==> src/rtl/rv32i_types.sv <==
// Shared RV32I pipeline types, including the branch history table entry encoding.
package rv32i_types;

   typedef logic [31:0] rv32i_word;

   typedef enum logic [1:0] {
      SNT = 2'b00,
      WNT = 2'b01,
      WT  = 2'b10,
      ST  = 2'b11
   } bht_state_t;

   localparam bht_state_t BHT_RESET_STATE = WNT;

   // Statistics counters stick at all-ones instead of wrapping.
   function automatic logic [31:0] sat_inc32(input logic [31:0] cnt, input logic en);
      return (en && (cnt != 32'hFFFF_FFFF)) ? cnt + 32'd1 : cnt;
   endfunction

endpackage

==> src/rtl/branch_history_table_sat_counter2.sv <==
// Next-state logic for one 2-bit saturating branch counter.
module sat_counter2
   import rv32i_types::*;
(
   input  bht_state_t state,
   input  logic       br_en,
   output bht_state_t next_state
);

   always_comb begin
      next_state = state;
      case (state)
         SNT: next_state = br_en ? WNT : SNT;
         WNT: next_state = br_en ? WT  : SNT;
         WT:  next_state = br_en ? ST  : WNT;
         ST:  next_state = br_en ? ST  : WT;
         default: next_state = BHT_RESET_STATE;
      endcase
   end

endmodule

==> src/rtl/branch_history_table.sv <==
// 2-bit counter branch predictor with misprediction flag and statistics.
// Define BHT_GSHARE_EN to XOR a global outcome history into the table index.
module branch_history_table
   import rv32i_types::*;
#(
   parameter int IDX_BITS  = 6,
   parameter int HIST_BITS = 6
) (
   input  logic                clk,
   input  logic                rst,
   input  logic [31:0]         pred_pc,
   output logic                pred_taken,
   output logic [IDX_BITS-1:0] pred_idx,
   input  logic                upd_valid,
   input  logic [IDX_BITS-1:0] upd_idx,
   input  logic                upd_pred,
   input  logic                br_en,
   output logic                mispredict,
   output logic [31:0]         branch_cnt,
   output logic [31:0]         mispred_cnt
);

   localparam int NUM_ENTRIES = 2 ** IDX_BITS;

   // upd_valid is a one-cycle qualifier with no back-pressure: every cycle it
   // is high, upd_idx/upd_pred/br_en describe exactly one resolved branch.
   bht_state_t        table_q [NUM_ENTRIES];
   bht_state_t        upd_cur;
   bht_state_t        upd_next;
   logic              upd_wrong;
   logic [31:0]       branch_cnt_q;
   logic [31:0]       mispred_cnt_q;
   logic              mispredict_q;
   logic              unused_pc;

   assign unused_pc = ^{pred_pc[31:IDX_BITS+2], pred_pc[1:0]};

`ifdef BHT_GSHARE_EN
   logic [HIST_BITS-1:0] ghr;

   always_ff @(posedge clk or negedge rst) begin
      if (!rst) begin
         ghr <= '0;
      end else if (upd_valid) begin
         ghr <= {ghr[HIST_BITS-2:0], br_en};
      end
   end

   // History occupies the low index bits; zero-extension covers HIST_BITS < IDX_BITS.
   assign pred_idx = pred_pc[IDX_BITS+1:2] ^ IDX_BITS'(ghr);
`else
   localparam int unused_hist_bits = HIST_BITS;

   assign pred_idx = pred_pc[IDX_BITS+1:2];
`endif

   // Reads see the table before any same-cycle update lands.
   assign pred_taken = table_q[pred_idx][1];

   assign upd_cur   = table_q[upd_idx];
   assign upd_wrong = upd_valid && (br_en != upd_pred);

   sat_counter2 u_sat_counter2 (
      .state      (upd_cur),
      .br_en      (br_en),
      .next_state (upd_next)
   );

   always_ff @(posedge clk or negedge rst) begin
      if (!rst) begin
         for (int i = 0; i < NUM_ENTRIES; i++) begin
            table_q[i] <= BHT_RESET_STATE;
         end
      end else if (upd_valid) begin
         table_q[upd_idx] <= upd_next;
      end
   end

   always_ff @(posedge clk or negedge rst) begin
      if (!rst) begin
         branch_cnt_q  <= '0;
         mispred_cnt_q <= '0;
         mispredict_q  <= 1'b0;
      end else begin
         branch_cnt_q  <= sat_inc32(branch_cnt_q, upd_valid);
         mispred_cnt_q <= sat_inc32(mispred_cnt_q, upd_wrong);
         mispredict_q  <= upd_wrong;
      end
   end

   assign mispredict  = mispredict_q;
   assign branch_cnt  = branch_cnt_q;
   assign mispred_cnt = mispred_cnt_q;

endmodule

==> config.mk <==
export PLATFORM = sky130hd
export DESIGN_NAME = branch_history_table
export DESIGN_NICKNAME = d
export VERILOG_FILES = /design/src/rtl/rv32i_types.sv /design/src/rtl/branch_history_table_sat_counter2.sv /design/src/rtl/branch_history_table.sv
export SDC_FILE = /design/constraint.sdc
export NUM_CORES = 1
export LEC_CHECK = 0
export ABC_AREA = 0
export CAP_MARGIN = 10
export CORE_MARGIN = 3
export CORE_UTILIZATION = 51
export CTS_CLUSTER_DIAMETER = 40
export DETAILED_ROUTE_END_ITERATION = 10
export PLACE_DENSITY = 0.76
export SYNTH_ARGS = -nofsm -noshare
export SYNTH_HDL_FRONTEND = slang
export SYNTH_HIERARCHICAL = 1
export SYNTH_SLANG_ARGS = --single-unit
==> constraint.sdc <==
create_clock -name clk -period 2.85 [get_ports clk]
set_input_delay 0.57 -clock clk [delete_from_list [all_inputs] [get_ports clk]]
set_output_delay 0.57 -clock clk [all_outputs]
set_load 0.02 [all_outputs]
* Word level (Yosys, flattened, before mapping)
Cells that the tools add are included.
** Storage, ports and cells
- Register bits :: 193
- Output and inout port bits :: 72
** Cells by class
- $add $sub $neg :: 2
- Order comparisons :: 3
- Equality and inequality tests :: 6
- Muxes and demuxes :: 14
- Bitwise operators :: 2
- Reduce and logical (&&, ||, !) cells :: 5
** Operator list (number)
- bitwise mux 128 bit :: 1
- adder 32 x 1 -> 32 bit (second input constant) :: 2
- inequality test 32 bit (second input constant) :: 2
- binary-select mux 2 bit (select 6 bit) :: 2
- >= comparator 7 bit (second input constant) :: 2
- two-way mux 2 bit :: 7
- NOT 6 -> 7 bit :: 2
- demux 2 bit (select 6 bit) :: 1
- one-hot mux 2 bit (4 select lines) :: 1
- < comparator 7 x 1 -> 1 bit (second input constant) :: 1
- == test 2 bit (second input constant) :: 2
- logical AND 1 bit :: 4
- == test 2 x 1 -> 1 bit (second input constant) :: 1
- zero test 2 bit :: 1
- two-way mux 1 bit :: 2
- inequality test 1 bit :: 1

* Longest topological paths before layout
- Word-level depth :: 7
- Mapped depth :: 14
- Mapped depth without buffers :: 9

* Cells and area by module
The synthesis kept the hierarchy.
** Modules (own cells, without submodules)
- branch_history_table :: instances 1, cells each 797, area each 9988.3 µm², seq. area each 4909.7 µm²
- sat_counter2 :: instances 1, cells each 3, area each 26.3 µm², seq. area each 0.0 µm²

* Least setup slack after synthesis
No wires, ideal clock.
- Path type :: input to register
- Start point :: in upd_idx[0]
- End point :: reg table_q[109] (netlist name)
- Arrival :: 2.916 ns
- Data required time :: 2.723 ns
- Slack :: -0.193 ns
- Cell stages on the path :: 10
- Buffers on the path :: 4
- Path through :: buf_6 buf_8 mux4_2 mux2i_1 o22ai_1 or4b_1 maj3_2 buf_1 clkbuf_1 mux2_1
** On the way
- Word-level cells in the longest chain between the ends :: 7
** RTL lines
- from (decl) :: line branch_history_table.sv:15 : input logic [IDX_BITS-1:0] upd_idx,
- NOT 6 -> 7 bit (implied by the code) * :: line branch_history_table.sv:60 : assign upd_cur = table_q[upd_idx];
- binary-select mux 2 bit (select 6 bit) * :: line branch_history_table.sv:60
- two-way mux 2 bit (implied by the code) * (2 in a row) :: line branch_history_table.sv:60
- via upd_cur[0] :: line branch_history_table.sv:28 : bht_state_t upd_cur;
- == test 2 bit (tied with other cells) :: line branch_history_table_sat_counter2.sv:12 : case (state)
- one-hot mux 2 bit (4 select lines) * :: line branch_history_table_sat_counter2.sv:12
- via upd_next[1] :: line branch_history_table.sv:29 : bht_state_t upd_next;
- bitwise mux 128 bit * :: line branch_history_table.sv:75 : table_q[upd_idx] <= upd_next;
- to (signal, indexed assignment) :: line branch_history_table.sv:75
- to (decl) :: line branch_history_table.sv:27 : bht_state_t table_q [NUM_ENTRIES];
Mark *: on every way through the listed nets, which the timed path passes. The rest lies on a longest branch. The select of a mux whose other input is x is not followed.
A chain may end at the register's enable or synchronous reset.

* Worst setup path in the final report
- Start point :: in upd_idx[0]
- End point :: reg table_q[115] (netlist name)
Same word-level chain as after synthesis.

==> metrics.md <==
| Metric | Value |
|---|---|
| Status | finished with violations |
| Failing checks | setup timing |
| Worst hold slack | 105.5 ps |
| Synth area leaders | dfrtp_1, dfstp_2, mux2_2, mux4_2, xnor2_1 |
| GRT overflow | 0 |
| DR pass1 iterations | 5 |
| DIE WIDTH | 146.1 µm |
| Design area | 13140 µm² |
| Gpl congestion | 0.9623 |
| TritonCTS buffer count | 17 |
| Post-synthesis xor/xnor area fraction | 5.335% |
| Clk pin slew, worst setup/hold paths | 70 ps |
| Die Y | 146.1 µm |
| Final min period | 2959 ps |
| H-Tree Depth | 4 |
| Vias | 7410 |
| Dpl hpwl | 17700 µm |
| Initial antenna violation count | 0 |
| Crit path cell chain | buf_12 -> buf_12 -> mux4_2 -> mux2i_1 -> o22ai_1 -> a21oi_2 -> or4b_4 -> maj3_4 -> clkbuf_16 -> mux2_2 |
| Area growth from synthesis to layout | 31.18% |
| Synth Area in Simple Gates | 12.34% |
| Share of cells above drive strength 1 | 43.21% |
| Reg2reg path depth | 8 |
| Post-synth EDFFs | 0 |
| Die area | 21350 µm² |
| Setup ws final | -109.4 ps |
| Port Buf Inserts | 88 |
| Mapped Cells | 800 |
| CP startpoint kind | input pin |
| Async SR Flop Fraction | 100.0% |
| Crit-path slowest cell | or4b_4 |
| Adder-cell share of the synthesized area | 0.4748% |
| Mapped Avg Cell Area | 12.52 µm² |
| Max VDD drop | 0.5098 mV |
| Residual DRC | 0 |
| # Max-Cap Violations | 0 |
| Antenna diodes | 0 |
| Worst Max-Slew Pin Slew | 593.7 ps |
| Final hold vios | 0 |
| Core footprint | 19020 µm² |
| Worst path required time | 3180 ps |
| CTS max path bufs | 2 |
| DP Cell Count | 1182 |
| RR Endpoint | table_q[115] |
| Top cell type's share of synthesized area | 32.23% |
| Placed inst area | 11700 µm² |
| Clock skew | 11.83 ps |
| HP Class | in2async |
| Max FO, Critical Path | 16 |
| CTS tree | yes |
| Vias in the first global route | 7446 |
| Unique masters post-synth | 64 |
| CTS sink cnt | 193 |
| PwrDens | 566.2 nW/µm² |
| Max Clk Rate | 0.3379 GHz |
| Synth warn | 6 |
| Largest net degree at the start of global routing | 59 |
| Synth Flop Type | dfrtp_1 |
| Setup WS pre-CTS | -847.7 ps |
| Non-filler cells, final | 1239 |
| Register area share after synthesis | 49.03% |
| Global-route wire length before repair | 40430 µm |
| R2r setup slk | -110 ps |
| Leading area contributor after synthesis | dfrtp_1 |
| Complex-gate fraction of the synthesized area | 4.335% |
| DR vias/cell | 5.981 |
| Main combinational cell family by area after synthesis | multiplexers |
| CP endpoint kind | flip-flop |
| Setup CP Type | in2reg |
| Multiplexer fraction of the synthesized cell area | 25.44% |
| Nets | 1011 |
| FF+latch count, synth | 193 |
| Post-Syn Area | 10010 µm² |
| RSZ-0062 raised after global routing | true |
| Clock Tree Root | clkbuf_16 |
| Crit-path most repeated cell | buf_12 |
| CP Data Arrival Time | 3290 ps |
| I/O pins | 115 |
| GRT Resource Usage Total | 23.81% |
| Routed len/inst | 22.24 µm |
| Tcrit/Tclk final | 103.8% |
| Initial Util | 52.66% |
| DR iter-0 viols | 610 |
| WL final | 27560 µm |
| Origin of the critical flop-to-flop path | table_q[104] |
| Clock latency on the worst-skew pair | 440 ps |
| Final slew viol count | 0 |
| Slew margin rel. | 60.42% |
| Crit path from | upd_idx[0] |
| Final setup viols | 116 |
| CP peak stage delay | 520 ps |
| LEAKAGE | 5.744 nW |
| Antenna-violating nets left | 0 |
| Rows | 50 |
| Syn nets | 845 |
[flip-flops by register name (all words and copies together) (netlist names)]
signal,flops
mispred_cnt,32
branch_cnt,32
mispredict,1
table_q,128
[worst max-delay path, delay by kind of cell]
family / cells / cell delay (ps)
compound gates: 2 / 310
buf+inv: 3 / 430
mux: 3 / 960
simple gates: 1 / 520
fa+ha+maj: 1 / 460
[worst max-delay path by stage]
stage	depth (start not counted)	slack (ps)	to
CTS	12	-30	table_q[9]
global route	12	-140	table_q[71]
detailed placement	9	-850	pred_taken
floorplan	10	-90	table_q[109]
finish	10	-110	table_q[115]
global placement	9	-740	pred_taken
[routing by layer]
metal	wire length, µm	track usage [%]	vias to the layer above
met5	0	0	-
met4	771	7.761	0
met3	2282	7.107	56
met2	13180	37.83	346
met1	11320	31.62	3770
li1	-	-	3238
[per-stage QoR]
| step | total power [mW] | utilization, % | TNS, ps |
|---|---|---|---|
| 3_5_place_dp | 4.686 | 61.51 | -80390 |
| 3_3_place_gp | 4.643 | 61.51 | -73910 |
| 2_1_floorplan | 4.113 | - | -4510 |
| 4_1_cts | 7.203 | 65.67 | -657.1 |
| 6_report | 7.438 | 69.08 | -6836 |
| 5_1_grt | 7.714 | 69.08 | -11510 |
[layout make-up]
cell class | instances | area, µm²
Fill cell | 1363 | 5881
Multi-Input combinational cell | 552 | 5150
Sequential cell | 193 | 4910
Timing Repair Buffer | 197 | 2130
Clock buffer | 18 | 429.2
Tap cell | 260 | 325.3
Clock inverter | 14 | 175.2
Inverter | 5 | 18.77
[layout by cell type (no fill, tap or decap), types with 17 or more instances in the layout]
master	Yosys	final
mux2i_1	22	21
mux4_2	32	34
dfstp_2	64	64
mux2_4	1	63
clkbuf_16	0	24
nand2_1	70	70
and3_1	17	17
dfrtp_1	129	129
nor2_1	53	53
xnor2_1	44	44
buf_4	9	75
nand3_1	28	27
clkdlybuf4s50_1	0	78
xor2_1	17	17
mux2_2	129	69
[what timing repair did]
action,in CTS,in global routing
hold buffers,0,0
setup endpoints to repair,129,129
gates resized for setup,30,101
gates cloned,3,10
setup buffers,5,7
pin swaps,5,16
[report_power, final]
part           leakage [nW]  switching (mW)  internal (mW)
Sequential             2.43           0.246           3.12
Combinational          3.03           0.738          0.864
Clock                 0.288            1.14           1.33
[cell families after synthesis]
family,count (synthesis)
and+or+nand+nor,236
DFF,193
muxes,191
xor gates and xnor gates,61
AOI/OAI and AO/OA,59
buffers and inverters,56
adders and majority gates,4
[cell usage after synthesis, drive strengths merged (5+ instances only)]
master	instances
a211oi	7
a21oi	15
and2	8
and3	17
and4	10
buf	29
clkbuf	22
dfrtp	129
dfstp	64
inv	5
mux2	133
mux2i	22
mux4	36
nand2	70
nand3	29
nand4	14
nor2	53
nor2b	9
nor3	10
o21ai	6
xnor2	44
xor2	17
No activity file was read; power rests on OpenSTA's default activity.
